[config.mk]
export PLATFORM = sky130hd
export DESIGN_NAME = smc_seq
export DESIGN_NICKNAME = d
export VERILOG_FILES = /design/src/rtl/smc_seq.sv
export SDC_FILE = /design/constraint.sdc
export NUM_CORES = 1
export LEC_CHECK = 0
export ABC_AREA = 1
export CORE_MARGIN = 2
export CORE_UTILIZATION = 36
export DETAILED_ROUTE_END_ITERATION = 8
export PLACE_DENSITY_LB_ADDON = 0.15
export SYNTH_ARGS = -nofsm -noshare
export SYNTH_HDL_FRONTEND = slang
export SYNTH_SLANG_ARGS = --single-unit
export TNS_END_PERCENT = 100
[constraint.sdc]
create_clock -name clk -period 11.1 [get_ports clk]
set_input_delay 2.775 -clock clk [delete_from_list [all_inputs] [get_ports clk]]
set_output_delay 2.775 -clock clk [all_outputs]
set_load 0.1 [all_outputs]
[src/rtl/smc_seq.sv]
// smc_seq: six-beat transistor frame sequencer.
// Each beat computes a drain current (id) and transconductance (gm) term,
// inserts both into descending 6-entry lists, and after the sixth beat a
// weighted or plain sum of three list entries is strobed out two cycles later.
// Optional feature: define SMC_ABORT_ERR_EN to add an 'err' output that
// pulses for one cycle after a frame is cut short.
module smc_seq (
   input  logic       clk,
   input  logic       rst,
   input  logic       in_valid,
   input  logic [2:0] W,
   input  logic [2:0] V_GS,
   input  logic [2:0] V_DS,
   input  logic [1:0] mode,
   output logic       out_valid,
   output logic [9:0] out_n
`ifdef SMC_ABORT_ERR_EN
   ,
   output logic       err
`endif
);

   typedef enum logic [1:0] {IDLE, LOAD, CALC, OUT} state_t;

   state_t          state, state_n;
   logic            start, load_en, abort;
   logic [2:0]      cnt;
   logic [1:0]      mode_r;
   logic [5:0][6:0] id_l, gm_l;
   logic [9:0]      wx, vx, dx, prod, gprod;
   logic [6:0]      id_val, gm_val;
   logic [5:0][6:0] lst;
   logic [9:0]      a, b, c, res;

   // Insert x into a descending list, dropping the smallest entry.
   function automatic logic [5:0][6:0] ins(input logic [5:0][6:0] l, input logic [6:0] x);
      logic [5:0][6:0] r;
      r[0] = (l[0] >= x) ? l[0] : x;
      for (int i = 1; i < 6; i++) begin
         if (l[i] >= x)        r[i] = l[i];
         else if (l[i-1] >= x) r[i] = x;
         else                  r[i] = l[i-1];
      end
      return r;
   endfunction

   // State register.
   always_ff @(posedge clk or posedge rst) begin
      if (rst) state <= IDLE;
      else     state <= state_n;
   end

   // Next-state and beat-control decode.
   always_comb begin
      state_n = state;
      start   = 1'b0;
      load_en = 1'b0;
      abort   = 1'b0;
      case (state)
         IDLE: if (in_valid) begin
            start   = 1'b1;
            state_n = LOAD;
         end
         LOAD: if (!in_valid) begin
            abort   = 1'b1;
            state_n = IDLE;
         end else begin
            load_en = 1'b1;
            if (cnt == 3'd5) state_n = CALC;
         end
         CALC:    state_n = OUT;
         OUT:     state_n = IDLE;
         default: state_n = IDLE;
      endcase
   end

   // Per-beat device terms; v = V_GS-1, triode when v exceeds V_DS.
   // V_GS = 0 is forced to zero so the wrapped v never reaches the math.
   always_comb begin
      wx     = 10'(W);
      vx     = 10'(V_GS) - 10'd1;
      dx     = 10'(V_DS);
      prod   = '0;
      gprod  = '0;
      id_val = '0;
      gm_val = '0;
      if (V_GS != 3'd0) begin
         if (vx > dx) begin
            prod  = wx * (10'd2 * vx * dx - dx * dx);
            gprod = 10'd2 * wx * dx;
         end else begin
            prod  = wx * vx * vx;
            gprod = 10'd2 * wx * vx;
         end
         id_val = 7'(prod / 10'd3);
         gm_val = 7'(gprod / 10'd3);
      end
   end

   // Beat counter, frame mode and sorted lists; beat 1 inserts into an empty list.
   always_ff @(posedge clk or posedge rst) begin
      if (rst) begin
         cnt    <= '0;
         mode_r <= '0;
         id_l   <= '0;
         gm_l   <= '0;
      end else if (start) begin
         cnt    <= 3'd1;
         mode_r <= mode;
         id_l   <= ins('0, id_val);
         gm_l   <= ins('0, gm_val);
      end else if (load_en) begin
         cnt    <= cnt + 3'd1;
         id_l   <= ins(id_l, id_val);
         gm_l   <= ins(gm_l, gm_val);
      end else if (abort) begin
         cnt    <= '0;
      end
   end

   // Result select: weighted id sum or plain gm sum, upper or lower half.
   always_comb begin
      lst = mode_r[0] ? id_l : gm_l;
      if (mode_r[1]) begin
         a = 10'(lst[0]);
         b = 10'(lst[1]);
         c = 10'(lst[2]);
      end else begin
         a = 10'(lst[3]);
         b = 10'(lst[4]);
         c = 10'(lst[5]);
      end
      res = mode_r[0] ? (10'd3 * a + 10'd4 * b + 10'd5 * c) : (a + b + c);
   end

   // Output strobe registered in CALC so it is visible during OUT only.
   always_ff @(posedge clk or posedge rst) begin
      if (rst) begin
         out_valid <= 1'b0;
         out_n     <= '0;
      end else begin
         out_valid <= (state == CALC);
         out_n     <= (state == CALC) ? res : 10'd0;
      end
   end

`ifdef SMC_ABORT_ERR_EN
   // One-cycle pulse following the cycle where a partial frame is dropped.
   always_ff @(posedge clk or posedge rst) begin
      if (rst) err <= 1'b0;
      else     err <= abort;
   end
`endif

endmodule

==> out/results.ini <==
[worst_hold_path]
hold_class=flip-flop to flip-flop

[synth]
ys_seq_area_frac=0.202
synth_top_family_by_area=adder cells
synthMuxAreaShare=0
ys_seq_elements=102
synth_xor_area_frac=0.0227
synth.top_cell.area_share=0.202
synth_area_um2=12700
synthSimpleGateAreaFrac=0.214
async_flop_share=1.00
ys_dominant_reg_cell=dfrtp_1
synth_top_area_cell=dfrtp_1
synthTopCellsByArea=dfrtp_1, ha_1, inv_1, fa_1, nand2_1
ys_types=52
synth_enable_flop_cells=0
synthAdderAreaFrac=0.282
synth_compound_area_frac=0.157
syn_inst=1786
synth_nets=2048
yosys_warnings=0
synth.avg_cell_area_um2=7.09

[die]
rows=68
dieArea_um2=36700
fp.coreArea_um2=34600
initial_core_util=0.366
die_w_um=192
io_pins=25
dieHeight_um=192

[routing]
drt-pass1-iter-count=6
wirelength_mm=38.6
wl_per_cell_um=15.8
avgViaCountPerCell=5.03
drc=0
num_vias=12300
initialDrtViolationCount=989
final_antenna_net_count=0

[timing]
period_share=1.05
setup_viol=42
max_slew.worst_pin.slew_ns=1.12
finalCriticalPeriod_ns=11.66
tns_ns=-20.69
rsz0062_at_grt=yes
fin_worst_skew_ns=0.00738
finalHoldViolations=0
slew_headroom=0.242
setup_slack_ns=-0.562
fmax_ghz=0.0857
fin_hold_ws_ns=0.491
maxSlewViolCount=0

[layout]
area_delta_synth_final_pct=27.4
layout-drive-gt1-share=0.218
layout.cells.non_filler=2441
final_nets=2243
diodes=0

[clock_network]
htreeDepth=3
clock_latency_ns=0.37
path_clk_slew_ns=0.07
cts_buffer_depth=2
holdBufCountCts=0
cts-root-buf=clkbuf_16
cts_made_buffers=9
cts_sinks=102
cts_tree=yes

[setup_path]
slowest_stage=fa_1
critPathArrivalTime_ns=11.96
critPathRequiredTime_ns=11.40
critPathMaxStageDelay_ns=0.53
crit_path_max_fanout=7
startpoint_type=input port
timing.critical_path.mode_cell=nand2_1
crit_buf_inv=19
critical-path-top-delay-family=simple AND/OR/NAND/NOR gates
setup.worst_path.end_class=flip-flop
worstSetupPathType=input port to flip-flop

[flow_run]
cap_violations=0

[grt]
overflow=0
grt_pass1_vias=11800
grt_use_total=0.215
grt_pass1_wl_mm=61.8
grt_max_degree=58
antenna_found_initial=0

[placed_design]
dp_cells=2380
place_ws_ns=-1.54
hpwl_mm=30.3
io_buffers=24
place.gp.congestion=0.902

[run_status]
violations=negative setup slack
status=finished with violations

-- metrics by stage --
| stage | area, µm² | util |
|---|---|---|
| 5_1_grt | 16100 | 0.466 |
| 6_report | 16100 | 0.466 |
| 2_1_floorplan | 13000 | - |
| 3_5_place_dp | 14700 | 0.426 |
| 3_3_place_gp | 14700 | 0.426 |
| 4_1_cts | 15500 | 0.449 |
-- path summary, 6_finish.rpt --
| kind | start | end | slack [ns] | cells after the start |
|---|---|---|---|---|
| min reg2reg | id_l[28]$_DFFE_PP0P_ | id_l[28]$_DFFE_PP0P_ | 0.49 | 2 |
| min | id_l[28]$_DFFE_PP0P_ | id_l[28]$_DFFE_PP0P_ | 0.49 | 2 |
| max reg2reg | mode_r[1]$_DFFE_PP0P_ | out_n[9]$_DFF_PP0_ | 5.66 | 19 |
| max in group asynchronous | rst | id_l[41]$_DFFE_PP0P_ | 7.07 | 3 |
| min in group asynchronous | rst | gm_l[6]$_DFFE_PP0P_ | 2.84 | 2 |
| max | V_GS[0] | id_l[2]$_DFFE_PP0P_ | -0.56 | 75 |
-- per-layer routing --
| layer | track usage | part of all wire |
|---|---|---|
| met3 | 0.0300 | 0.056 |
| met2 | 0.346 | 0.45 |
| met5 | 0 | 0 |
| met1 | 0.308 | 0.48 |
| met4 | 0.0432 | 0.017 |
-- layout make-up --
cell class / instances / area [µm²]
clock buffer: 11 / 243
clock inverter: 5 / 81.3
fill: 3450 / 18500
inverter: 372 / 1440
multi-input combinational: 1279 / 9420
sequential: 102 / 2550
tap: 455 / 569
timing repair buffer: 216 / 1820
timing repair inverter: 1 / 7.51
-- sequential cells by signal, indices dropped and copies added, names as in the netlist, named ones only --
name and cells:
gm_l 42, out_valid 1, id_l 42, state 1
mode_r 2, out_n 10, cnt 3
-- cells in the mapped netlist, types with 2 or more instances --
cell,number
a21oi_1,111
a31oi_1,4
a32oi_1,20
buf_1,5
clkbuf_1,23
clkinv_1,6
dfrtp_1,102
fa_1,63
ha_1,185
inv_1,352
inv_2,12
inv_4,2
nand2_1,335
nand2_2,15
nand3_1,82
nand3_2,4
nand3b_1,2
nand4_1,15
nor2_1,168
nor2_2,4
nor3_1,8
o21a_1,11
o21ai_0,132
o21ai_1,20
o21ai_2,2
o21bai_1,5
o22ai_1,37
o32ai_1,3
or2_1,2
or2_2,5
xnor2_1,12
xor2_1,19
-- kinds of logic after synthesis --
| logic type | count (synthesis) |
|---|---|
| adders and majority gates | 248 |
| buffers and inverters | 405 |
| xor gates and xnor gates | 32 |
| and+or+nand+nor | 646 |
| AOI/OAI and AO/OA | 353 |
| DFF | 102 |
-- repair_timing --
item | CTS | global route
resized for setup | 92 | 113
buffers inserted | 29 | 14
pin swaps | 62 | 82
gates cloned | 1 | 1
setup endpoints to repair | 42 | 42
-- placed cells by master (no fill, tap or decap), types with 62 or more instances in the layout --
cell type / instances
nand2_1: 306
buf_4: 175
inv_1: 331
o21ai_0: 94
ha_1: 167
a21oi_1: 88
nand3_1: 63
fa_1: 62
dfrtp_1: 102
nor2_1: 145
-- worst reg2reg max path, cell delays in order, from the launching register on --
cell and delay [ns]:
dfrtp_1 0.37, clkinv_1 0.82, a32oi_1 0.79, inv_1 0.19, fa_1 0.58, fa_1 0.44
fa_1 0.45, inv_1 0.07, ha_1 0.27, a21oi_1 0.16, inv_1 0.05, a31oi_1 0.24
nor2_1 0.07, nor2_1 0.09, nor2_1 0.06, o21ai_0 0.21, nand2_1 0.10, a21oi_1 0.16
xor2_1 0.15, nor2_1 0.05
Power is left out: the tool's default activity adds up to more than one toggle a clock period on the data nets, which glitch-free logic cannot reach.
